### src/rtl/fetch_unit.sv
// RV32I instruction fetch stage: keeps the fetch PC, reads a 1-cycle synchronous ROM,
// and buffers returned words for decode behind a valid/ready handshake.
module fetch_unit #(
  parameter logic [31:0] RESET_PC = 32'h0000_0000,
  parameter int          DEPTH    = 2,
  parameter logic [31:0] NOP      = 32'h0000_0013
) (
  input  logic        clk,
  input  logic        rst,
  output logic        imem_en,
  output logic [31:0] imem_addr,
  input  logic [31:0] imem_rdata,
  output logic [31:0] ir,
  output logic [31:0] pc,
  output logic        ir_valid,
  input  logic        ir_ready,
  input  logic        redirect_valid,
  input  logic [31:0] redirect_pc,
  input  logic        halt,
  output logic        halted
);

  localparam int PW = (DEPTH > 1) ? $clog2(DEPTH) : 1;
  localparam int CW = $clog2(DEPTH + 1);

  logic [31:0]   fetch_pc;
  logic [31:0]   inflight_pc;
  logic          inflight;
  logic          halted_q;
  logic [CW-1:0] count;
  logic [PW-1:0] rptr;
  logic [PW-1:0] wptr;
  logic [31:0]   buf_pc [DEPTH];
  logic [31:0]   buf_ir [DEPTH];

  logic          pop;
  logic [CW:0]   occupancy;

  function automatic logic [PW-1:0] next_ptr(input logic [PW-1:0] p);
    return (p == PW'(DEPTH - 1)) ? '0 : p + PW'(1);
  endfunction

  // Outputs come only from registered buffer state, never from imem_rdata.
  assign ir_valid  = (count != '0);
  assign ir        = ir_valid ? buf_ir[rptr] : NOP;
  assign pc        = ir_valid ? buf_pc[rptr] : 32'h0;
  assign halted    = halted_q;
  assign imem_addr = fetch_pc;
  assign pop       = ir_valid & ir_ready;

  // Credit check counts the word already in flight so a push never overflows.
  always_comb begin
    occupancy = {1'b0, count} + (CW + 1)'(inflight) - (CW + 1)'(pop);
    imem_en   = !rst && !halted_q && !halt && !redirect_valid
                && (occupancy < (CW + 1)'(DEPTH));
  end

  always_ff @(posedge clk) begin
    if (rst) begin
      fetch_pc    <= RESET_PC;
      inflight_pc <= '0;
      inflight    <= 1'b0;
      halted_q    <= 1'b0;
      count       <= '0;
      rptr        <= '0;
      wptr        <= '0;
    end else if (halted_q) begin
      inflight <= 1'b0;
    end else if (halt) begin
      halted_q <= 1'b1;
      inflight <= 1'b0;
      count    <= '0;
      rptr     <= '0;
      wptr     <= '0;
    end else if (redirect_valid) begin
      fetch_pc <= {redirect_pc[31:2], 2'b00};
      inflight <= 1'b0;
      count    <= '0;
      rptr     <= '0;
      wptr     <= '0;
    end else begin
      if (inflight) wptr <= next_ptr(wptr);
      if (pop) rptr <= next_ptr(rptr);
      case ({inflight, pop})
        2'b10:   count <= count + CW'(1);
        2'b01:   count <= count - CW'(1);
        default: count <= count;
      endcase
      if (imem_en) begin
        fetch_pc    <= fetch_pc + 32'd4;
        inflight_pc <= fetch_pc;
      end
      inflight <= imem_en;
    end
  end

  // Storage needs no reset; count alone decides which entries are live.
  always_ff @(posedge clk) begin
    if (inflight) begin
      buf_pc[wptr] <= inflight_pc;
      buf_ir[wptr] <= imem_rdata;
    end
  end

endmodule

### config.mk
export PLATFORM = sky130hd
export DESIGN_NAME = fetch_unit
export DESIGN_NICKNAME = d
export VERILOG_FILES = /design/src/rtl/fetch_unit.sv
export SDC_FILE = /design/constraint.sdc
export NUM_CORES = 1
export LEC_CHECK = 0
export CAP_MARGIN = 20
export CORE_MARGIN = 2
export CORE_UTILIZATION = 53
export CTS_BUF_LIST = sky130_fd_sc_hd__clkbuf_2
export CTS_CLUSTER_SIZE = 20
export DETAILED_ROUTE_END_ITERATION = 12
export PLACE_DENSITY = 0.91
export SLEW_MARGIN = 10
export SYNTH_ARGS = -nofsm -noshare
export SYNTH_HDL_FRONTEND = slang
export SYNTH_SLANG_ARGS = --single-unit
export TNS_END_PERCENT = 30
### constraint.sdc
create_clock -name clk -period 5.4 [get_ports clk]
set_clock_uncertainty 0.2 [all_clocks]
set_input_delay 0.54 -clock clk [delete_from_list [all_inputs] [get_ports clk]]
set_output_delay 0.54 -clock clk [all_outputs]
set_load 0.1 [all_outputs]
==> results.yml <==
outcome:
  status: "finished clean"
power:
  power_mw: 2.638
  p_seq_share_pct: 61.3
  cellPowerDensity_mw_per_mm2: 262.3
  p_comb_share_pct: 12.8
  vdd_ir_drop_max_mv: 0.1412
  power_switching_share_pct: 27.72
  intPower_mw: 1.906
  p_sw_mw: 0.7312
  power.share.clock_pct: 25.9
  leakagePower_nw: 3.280
worst_setup_path:
  critPathCaptureType: "output port"
  path_max_fanout: 31
  rr_worst_depth: 9
  crit_slowest_cell: "dfxtp_1"
  worstPathArrival_ps: 3570
  start_kind: "register"
  worstSetupPathType: "register to output port"
  cpPeakStageDelay_ps: 570
  cp.required_ps: 4660
  crit_chain: "nand2_1, nor2_1, o21ai_0, fa_1, xnor2_1, nand3_2, or2_1, buf_4, clkinv_4, buf_12"
synthesis:
  yosysUniqueCellTypes: 59
  synth_seq_area_share_pct: 62.37
  netlist_top_cells_count: "edfxtp_1, nor2_1, nand2_1"
  yosysTopAreaCell: "edfxtp_1"
  yosysWarnings: 0
  postSynthAreaPerCell_um2: 11.53
  synth_area_leaders: "edfxtp_1, dfxtp_1, mux2i_1"
  postSynth.asyncResetShare_pct: 0
  synth_top_cell_area_share_pct: 45.86
  synth.most_common_cell: "edfxtp_1"
  synth_edf_count: 124
  ys_ff_latch: 191
  syn_inst: 704
  synth_area_mm2: 0.008120
  ys.flop_type: "edfxtp_1"
floorplan:
  die_area_mm2: 0.01633
  io_pins: 168
  core_area_mm2: 0.01509
  die_h_um: 127.8
  start_util_pct: 53.81
  rows: 45
  die_x_um: 127.8
clocking:
  root_buffer: "clkbuf_2"
  insertion_delay_ps: 730
  ctsHtreeMaxLevel: 4
  cts_buffers: 17
  clock_path_buffers: 2
  cts_tree: "yes"
  clock-sinks: 191
  holdBufCountCts: 0
  clk_pin_slew_ps: 260
  cts_setup_buffers: 0
  cts_resized: 0
sta:
  slew-limit-headroom_pct: 28.65
  fin_crit_ps: 4310
  max_freq_mhz: 232.0
  slew_viol_final: 0
  rsz0062_at_grt: "false"
  hold_slack_ps: 162.7
  hold_violations: 0
  period_share_pct: 79.81
  final.setup.tns_ps: 0
  max_slew.worst_pin.slew_ps: 1070
  setup_violations: 0
detailed_routing:
  first_pass_iters: 5
  drtIter0Drc: 513
  drt-total-wl_um: 17890
  post_drt_wl_per_cell_um: 17.10
  drc: 0
  num_vias: 5953
  ant_nets: 0
  viasPerCell: 5.691
placed_design:
  placed_area_mm2: 0.009779
  dp_hpwl_um: 11790
  routabilityCongestion: 0.8524
  io_buffers: 161
global_routing:
  grtUsageTotal_pct: 21.64
  grt_use_met3_pct: 4.466
  grt_max_degree: 67
  grt_pass1_wl_um: 27940
  busiest_layer: "met2"
  met1_usage_pct: 29.54
  grt.overflow.total: 0
  antenna_found_initial: 0
  use_met2_pct: 35.33
  grt_pass1_vias: 5471
layout:
  fin_util_pct: 66.64
  drive_above_1_share_pct: 7.576
  area_growth_syn_to_layout_pct: 23.84
  diodes: 0
  final_nets: 916
  fill_cells: 1120
  final_cell_area_mm2: 0.01006
worst_hold_path:
  worstHoldPathType: "primary input to register"
  hold_depth: 1
job:
  drv_cap: 0
## layer usage
metal,share of wire (%),up-vias
met1,43,2795
li1,-,2841
met5,0,-
met3,7.0,26
met2,49,291
met4,1.3,0
## kinds of logic after synthesis
logic type	Yosys count	share of synthesized area, %
simple gates	254	14.92
flops	191	62.37
compound gates	122	9.106
mux	75	9.245
buf+inv	57	3.698
fa+ha+maj	2	0.4006
xor+xnor	2	0.2158
other cells	1	0.04618
## worst max-delay path: cells and delay by family, from the launching register on
kind                     cells  cell delay, ps
AO/OA/AOI/OAI                1             140
XOR/XNOR                     1             320
adder cells (fa/ha/maj)      1             390
buffers and inverters        3             710
flip-flops                   1             570
AND/OR/NAND/NOR              4             700
## layout by cell type (no fill, tap or decap), types with 5 or more instances in the layout
master and instances:
nand2_1 83, edfxtp_1 124, o21ai_0 19, clkbuf_2 19, buf_4 8, nand3_1 14
o22ai_1 10, a211oi_1 6, a21oi_1 55, nor2_1 89, dfxtp_1 66, a22oi_1 8
clkdlybuf4s50_1 159, nor4_1 5, nand4_1 10, nor3_1 9, and3_1 10, mux2i_1 75
clkinv_4 5
## through the flow
stage | setup slack [ps] | cells
detailed placement | 1328 | 1011
floorplan | 1502 | 707
global placement | 1402 | 1011
finish | 1090 | 1046
global route | 711.3 | 1046
CTS | 1018 | 1043
## state kept, by name (all words and copies together), names as in the netlist, named ones only
register / count
buf_pc: 60
halted: 1
count: 2
imem_addr: 30
buf_ir: 64
wptr: 1
rptr: 1
inflight: 1
inflight_pc: 30
## path summary, 6_finish.rpt
| path | slack [ps] | to | from |
|---|---|---|---|
| worst min-delay path | 160 | buf_ir[0][5] | imem_rdata[5] |
| worst min register to register | 270 | buf_pc[1][22] | inflight_pc[22] |
| worst max-delay path | 1090 | imem_en | count[1] |
| worst max register to register | 1920 | imem_addr[17] | count[1] |
## final cells by class
class                           count  area (um^2)  area share [%]
Inverter                            5        23.77          0.2364
Tap cell                          188        235.2           2.339
Clock inverter                     13        138.9           1.381
Clock buffer                       19        95.09          0.9456
Timing Repair Buffer              171         1712           17.02
Multi-Input combinational cell    459         2783           27.67
Sequential cell                   191         5069           50.40
## power groups by stage
stage / clock [mW] / sequential, mW / combinational [mW]
6_report: 0.684 / 1.62 / 0.338
3_5_place_dp: 0 / 1.64 / 0.334
2_1_floorplan: 0 / 1.74 / 0.133
4_1_cts: 0.702 / 1.61 / 0.335
3_3_place_gp: 0 / 1.64 / 0.328
5_1_grt: 0.755 / 1.62 / 0.356
No activity file was read; power rests on OpenSTA's default activity.
